File: src/rtl/fpcvt_pkg.sv
// Shared constants and state encoding for the float-to-linear converter.
package fpcvt_pkg;
   localparam int D_W   = 13;
   localparam int E_W   = 3;
   localparam int F_W   = 5;
   localparam int MAG_W = 12;

   typedef enum logic [1:0] {
      IDLE  = 2'd0,
      SHIFT = 2'd1,
      SIGN  = 2'd2,
      DONE  = 2'd3
   } state_t;
endpackage

File: src/rtl/fp_to_lin_if.sv
// Handshake bundle: float input side and linear result side.
interface fp_to_lin_if
   import fpcvt_pkg::*;
();
   logic           in_valid;
   logic           in_ready;
   logic           S;
   logic [E_W-1:0] E;
   logic [F_W-1:0] F;
   logic           out_valid;
   logic           out_ready;
   logic [D_W-1:0] D;

   modport master (
      output in_valid, S, E, F, out_ready,
      input  in_ready, out_valid, D
   );

   modport slave (
      input  in_valid, S, E, F, out_ready,
      output in_ready, out_valid, D
   );
endinterface

File: src/rtl/fp_to_lin.sv
// Converts a small sign/exponent/significand float to a two's
// complement integer by shifting one bit per cycle, then negating.
module fp_to_lin
   import fpcvt_pkg::*;
(
   input  logic        clk,
   input  logic        rst,
   fp_to_lin_if.slave  bus,
   output logic        busy
);

   state_t           state;
   state_t           state_nx;
   logic [MAG_W-1:0] mag;
   logic [E_W-1:0]   cnt;
   logic             sgn;
   logic [D_W-1:0]   d;

   always_ff @(posedge clk) begin
      if (rst) state <= IDLE;
      else     state <= state_nx;
   end

   always_comb begin
      state_nx = state;
      unique case (state)
         IDLE:  if (bus.in_valid)  state_nx = SHIFT;
         SHIFT: if (cnt == '0)     state_nx = SIGN;
         SIGN:                     state_nx = DONE;
         DONE:  if (bus.out_ready) state_nx = IDLE;
         default:                  state_nx = IDLE;
      endcase
   end

   always_comb begin
      bus.in_ready  = (state == IDLE);
      bus.out_valid = (state == DONE);
      busy          = (state != IDLE);
   end

   // Fields are captured only at accept; later input changes are ignored.
   always_ff @(posedge clk) begin
      if (rst) begin
         mag <= '0;
         cnt <= '0;
         sgn <= 1'b0;
         d   <= '0;
      end else begin
         unique case (state)
            IDLE: begin
               if (bus.in_valid) begin
                  mag <= MAG_W'(bus.F);
                  cnt <= bus.E;
                  sgn <= bus.S;
               end
            end
            SHIFT: begin
               if (cnt != '0) begin
                  mag <= mag << 1;
                  cnt <= cnt - E_W'(1);
               end
            end
            SIGN: begin
               if (sgn) d <= ~{1'b0, mag} + D_W'(1);
               else     d <= {1'b0, mag};
            end
            default: ;
         endcase
      end
   end

   assign bus.D = d;

endmodule

File: src/flat_wrapper.sv
// flat-port wrapper written by rule: the top's interface ports become plain ports
module fp_to_lin_flat import fpcvt_pkg::*;
  (clk, rst, busy, bus_in_valid, bus_S, bus_E, bus_F, bus_out_ready, bus_in_ready, bus_out_valid, bus_D);
  fp_to_lin_if bus_i ();
  input  logic clk;
  input  logic rst;
  output logic busy;
  input wire logic [$bits(bus_i.in_valid)-1:0] bus_in_valid;
  input wire logic [$bits(bus_i.S)-1:0] bus_S;
  input wire logic [$bits(bus_i.E)-1:0] bus_E;
  input wire logic [$bits(bus_i.F)-1:0] bus_F;
  input wire logic [$bits(bus_i.out_ready)-1:0] bus_out_ready;
  output wire logic [$bits(bus_i.in_ready)-1:0] bus_in_ready;
  output wire logic [$bits(bus_i.out_valid)-1:0] bus_out_valid;
  output wire logic [$bits(bus_i.D)-1:0] bus_D;
  assign bus_i.in_valid = bus_in_valid;
  assign bus_i.S = bus_S;
  assign bus_i.E = bus_E;
  assign bus_i.F = bus_F;
  assign bus_i.out_ready = bus_out_ready;
  assign bus_in_ready = bus_i.in_ready;
  assign bus_out_valid = bus_i.out_valid;
  assign bus_D = bus_i.D;
  fp_to_lin u_core (.clk(clk), .rst(rst), .bus(bus_i), .busy(busy));
endmodule
File: config.mk
export PLATFORM = sky130hd
export DESIGN_NAME = fp_to_lin_flat
export DESIGN_NICKNAME = d
export VERILOG_FILES = /design/src/rtl/fpcvt_pkg.sv /design/src/rtl/fp_to_lin_if.sv /design/src/rtl/fp_to_lin.sv /design/src/flat_wrapper.sv
export SDC_FILE = /design/constraint.sdc
export NUM_CORES = 1
export LEC_CHECK = 0
export CAP_MARGIN = 10
export CORE_UTILIZATION = 45
export CTS_CLUSTER_SIZE = 28
export DETAILED_ROUTE_END_ITERATION = 12
export PLACE_DENSITY_LB_ADDON = 0.15
export SLEW_MARGIN = 40
export SYNTH_ARGS = -nofsm -noshare
export SYNTH_HDL_FRONTEND = slang
export SYNTH_SLANG_ARGS = --single-unit
export TNS_END_PERCENT = 5
File: constraint.sdc
create_clock -name clk -period 2.9 [get_ports clk]
set_input_delay 0.435 -clock clk [delete_from_list [all_inputs] [get_ports clk]]
set_output_delay 0.435 -clock clk [all_outputs]
set_load 0.02 [all_outputs]
Word-level counts from Yosys, hierarchy flattened:

Cells that the tools add are included.

* add/subtract/negate cells: 2
* equality and inequality tests: 7
* muxes and demuxes: 11
* bitwise gates (word level): 1
* reductions and logical operators: 8

Operators by type and width (count)
* $mux W12: 2
* $pmux W12 S2: 1
* $add A13 B1 Y13 const B: 1
* $mux W13: 1
* $not A12 Y13: 1
* $pmux W2 S4: 1
* $mux W2: 3
* $mux W3: 2
* $pmux W3 S2: 1
* $reduce_and A3 Y1: 2
* $eq A2 B2 Y1 const B: 2
* $ne A2 B1 Y1 const B: 2
* $ne A2 B2 Y1 const B: 2
* $reduce_bool A2 Y1: 2
* $logic_not A3 Y1: 1
* $reduce_bool A3 Y1: 1
* $sub A3 B1 Y3 const B: 1
* $eq A2 B1 Y1 const B: 1
* $logic_not A2 Y1: 1
* $reduce_and A2 Y1: 1

* register bits after elaboration: 31
* input port bits: 13
* output and inout bits: 16
* word-level logic and storage cells: 34

Depth between registers and ports, before layout:

* depth in word-level cells: 3
* mapped depth: 8
* mapped depth without buffers: 7

Least setup slack after synthesis:

No wires, ideal clock.

* path kind: register -> register
* start: register u_core.state[0]
* end: register u_core.cnt[1]
* library setup time: 0.128 ns
* arrival time: 1.632 ns
* data required time: 2.772 ns
* slack: 1.140 ns
* stages on the path, launching flop included: 8
* buffers on the path: 1
* period minus slack after synthesis: 1.760 ns
* cells stage by stage: dfxtp_1 > inv_1 > ha_1 > nor2b_1 > a211oi_2 > buf_4 > mux2i_1 > nor2_1

* longest elaborated chain between the ends: 3
* elaborated cells between the ends (all ways): 7
* those cells by class: 3 x eq/ne; 1 x mux; 3 x reduce/logical

Ends and longest elaborated chain
* start, declared: RTL line fp_to_lin.sv:12 `state_t state;`
* start signal, assigned: RTL line fp_to_lin.sv:21 `else state <= state_nx;`
* $logic_not A2 Y1 *
* via bus_in_ready: RTL line flat_wrapper.sv:13 `output wire logic [$bits(bus_i.in_ready)-1:0] bus_in_ready;`
* $ne A2 B2 Y1 (no source line) or $reduce_bool A2 Y1 (tied branches)
* $reduce_and A3 Y1 (no source line)
* end signal, assigned: RTL line fp_to_lin.sv:53 `cnt <= bus.E;`
* end signal, assigned: RTL line fp_to_lin.sv:60 `cnt <= cnt - E_W'(1);`
* end, declared: RTL line fp_to_lin.sv:15 `logic [E_W-1:0] cnt;`

Mark *: on every way through the listed nets, which the timed path passes. The rest lies on a longest branch.
A chain may end at the register's enable or synchronous reset.

Final worst setup path:

* start: register u_core.state[0]
* end: output port busy

* longest elaborated chain between the ends: 1

Ends and longest elaborated chain
* $reduce_bool A2 Y1: RTL line fp_to_lin.sv:38 `busy = (state != IDLE);`
* end, declared: RTL line flat_wrapper.sv:7 `output logic busy;`

No other way between the ends.

==> results.json <==
{
  "status": "finished clean",
  "leakage_nw": 0.743,
  "cts_sinks": 31,
  "crit_buf_inv": 3,
  "port_buffers": 28,
  "root_buffer": "clkbuf_4",
  "fmax_mhz": 449,
  "place_area_um2": 1950,
  "finClkSkew_ns": 0.0104,
  "hpwlAfterDp_um": 2360,
  "clock_path_buffers": 2,
  "cts_tree": "yes",
  "overflow": 0,
  "finalSetupTns_ns": 0,
  "required_ns": 2.47,
  "worst_pin_slew_ns": 0.739,
  "cts_made_buffers": 5,
  "period_share_pct": 76.9,
  "setup-violations-final": 0,
  "wl_per_cell_um": 12.8,
  "hold_viol_final": 0,
  "cts-resized-gates": 0,
  "rows": 21,
  "synth_edf_count": 0,
  "num_vias": 1355,
  "cts_setup_buffers": 0,
  "ant_nets": 0,
  "synth-async-reset-ratio_pct": 0,
  "dieHeight_um": 62.5,
  "grt_max_degree": 30,
  "cp_cell_sequence": "inv_1, ha_1, inv_1, clkdlybuf4s50_1",
  "timing.final.ws_setup_ns": 0.671,
  "h-tree-depth": 2,
  "grt_pass1_vias": 1291,
  "die_w_um": 62.5,
  "hold_class": "flip-flop to flip-flop",
  "num_io_pins": 29,
  "grt_pass1_wl_um": 5530,
  "synth_nets": 206,
  "yosysSeqAreaShare_pct": 37.7,
  "wirelength_um": 3310,
  "swShare_pct": 40.6,
  "firstDrtPassIters": 4,
  "cpMaxStageDelayCell": "clkdlybuf4s50_1",
  "criticalPathCategory": "flip-flop to output pin",
  "track_usage_pct": 18.0,
  "initial_core_util_pct": 48.2,
  "worstSetupEndpointType": "output pin",
  "pre_cts_ws_ns": 0.838,
  "critPathMostFrequentCell": "inv_1",
  "synthFlopType": "dfxtp_1",
  "nets": 233,
  "holdBufCountCts": 0,
  "critical_path_peak_fanout": 6,
  "clk_latency_ns": 0.33,
  "yosys_warnings": 0,
  "rsz0062_at_grt": "false",
  "area_growth_pct": 22.2,
  "power_switching_uw": 707,
  "synth_area_um2": 1650,
  "power_mw": 1.74,
  "dieArea_um2": 3900,
  "clock_power_share_pct": 15.1,
  "max_slew_margin_pct": 50.7,
  "arrival_ns": 1.79,
  "critical-path-max-stage-delay_ns": 0.59,
  "peakVddDrop_mv": 0.568,
  "drc": 0,
  "path_clk_slew_ns": 0.11,
  "syn_avg_cell_area_um2": 8.89,
  "drv_slew": 0,
  "cp_top_family": "buffers and inverters",
  "final_util_pct": 58.9,
  "p_int_mw": 1.04,
  "drive_above_1_share_pct": 7.08,
  "place_congestion": 0.774,
  "viasPerCell": 5.25,
  "synth_seq_cells": 31,
  "synth_cell_types": 41,
  "drv_cap": 0,
  "diodes": 0,
  "drtIter0Drc": 29,
  "power_frac_comb_pct": 49.6,
  "sequentialPowerShare_pct": 35.3,
  "antenna_found_initial": 0,
  "netlist_instances": 185,
  "final_cell_area_um2": 2010,
  "cp-start-kind": "flip-flop",
  "post-route-min-period_ns": 2.23,
  "core_um2": 3420,
  "power_density_nw_per_um2": 867
}
[power groups by stage]
stage	sequential [mW]	combinational [mW]	clock [mW]
floorplan	0.653	0.599	0
global placement	0.617	0.835	0
detailed placement	0.625	0.869	0
CTS	0.616	0.873	0.271
global route	0.629	0.944	0.292
finish	0.615	0.864	0.263
[per-layer routing]
metal | track usage, % | up-vias | routed length [um]
li1 | - | 694 | -
met1 | 19.8 | 626 | 1510
met2 | 31.7 | 31 | 1600
met3 | 5.84 | 4 | 144
met4 | 7.56 | 0 | 44
met5 | 0 | - | 0
[registers in the layout, summed over array words and instances (netlist names)]
name	flops
u_core.bus.D	13
u_core.mag	12
u_core.cnt	3
u_core.state	2
u_core.sgn	1
[stage by stage]
step                instances  hold slack [ns]
floorplan                 185            0.447
global placement          251            0.469
detailed placement        251            0.479
CTS                       258            0.493
global route              258            0.512
finish                    258            0.487
[cell families (layout without fill, tap and decap cells)]
group	after synthesis	count (layout)	share of synthesized area, %
AOI/OAI and AO/OA	35	35	15.6
xor gates and xnor gates	7	7	3.73
adders and majority gates	8	8	6.08
buffers and inverters	22	49	5.63
DFF	31	31	37.7
muxes	17	17	10.3
and+or+nand+nor	65	65	20.9
[cells in the mapped netlist (2+ instances only)]
library cell | count | area [um2]
nand2b_1 | 5 | 31.3
xnor2_1 | 2 | 17.5
mux2i_1 | 17 | 170
nor2b_1 | 4 | 25.0
dfxtp_1 | 31 | 621
nor3b_1 | 2 | 15.0
nand2_1 | 5 | 18.8
o21ai_1 | 3 | 15.0
a211oi_1 | 15 | 113
ha_1 | 8 | 100
nor2_1 | 29 | 109
buf_2 | 5 | 25.0
clkbuf_1 | 4 | 15.0
nand3b_1 | 2 | 15.0
nand4_1 | 2 | 12.5
xor2_1 | 5 | 43.8
a31oi_1 | 2 | 12.5
inv_1 | 11 | 41.3
a21oi_1 | 4 | 20.0
and2_1 | 7 | 43.8
o211ai_1 | 2 | 15.0
[final cells by class]
| type | count | area (um2) |
|---|---|---|
| clock inverters | 1 | 5.00 |
| multi-input cells | 132 | 932 |
| inverters | 11 | 41.3 |
| clock buffers | 6 | 51.3 |
| flip-flops and latches | 31 | 621 |
| repair buffers | 31 | 303 |
| well taps | 46 | 57.6 |
| fillers | 306 | 1410 |
[path summary, 6_finish.rpt]
path / from / end / slack (ns) / cells after the start
hold reg to reg: u_core.bus.D[4]$_SDFFE_PP0P_ / u_core.bus.D[4]$_SDFFE_PP0P_ / 0.49 / 2
setup / recovery: u_core.state[0]$_SDFFE_PP0P_ / busy / 0.67 / 4
hold / removal: u_core.bus.D[4]$_SDFFE_PP0P_ / u_core.bus.D[4]$_SDFFE_PP0P_ / 0.49 / 2
setup reg to reg: u_core.state[1]$_SDFFE_PP0P_ / u_core.mag[8]$_SDFFE_PP0P_ / 0.82 / 7
[worst reg2reg max path: stages (launching register included)]
cell and delay (ns):
dfxtp_1 0.35, inv_1 0.11, ha_1 0.65, nor2_1 0.11
a211oi_2 0.16, buf_4 0.29, mux2i_1 0.23, nor2_1 0.05
[cell usage in the layout, fill, tap and decap left out, drive strengths merged]
cell type and n:
o21ai 4, a21oi 4, nand2 5, o31a 1
nand3b 2, o211ai 2, xor2 5, and2 7
a221oi 1, o31ai 2, nand4 2, xnor2 2
buf 3, a211oi 16, o41ai 1, dfxtp 31
clkdlybuf4s50 28, nor3b 2, nand4b 1, clkinv 1
a31o 1, nor3 1, clkbuf 6, a211o 1
nand3 1, nor4 1, ha 8, a31oi 2
or3 2, mux2i 17, nand2b 5, or4 1
nor2 30, inv 11, nor2b 4, or3b 1
Note: power is estimated with default switching activity, not from simulation.
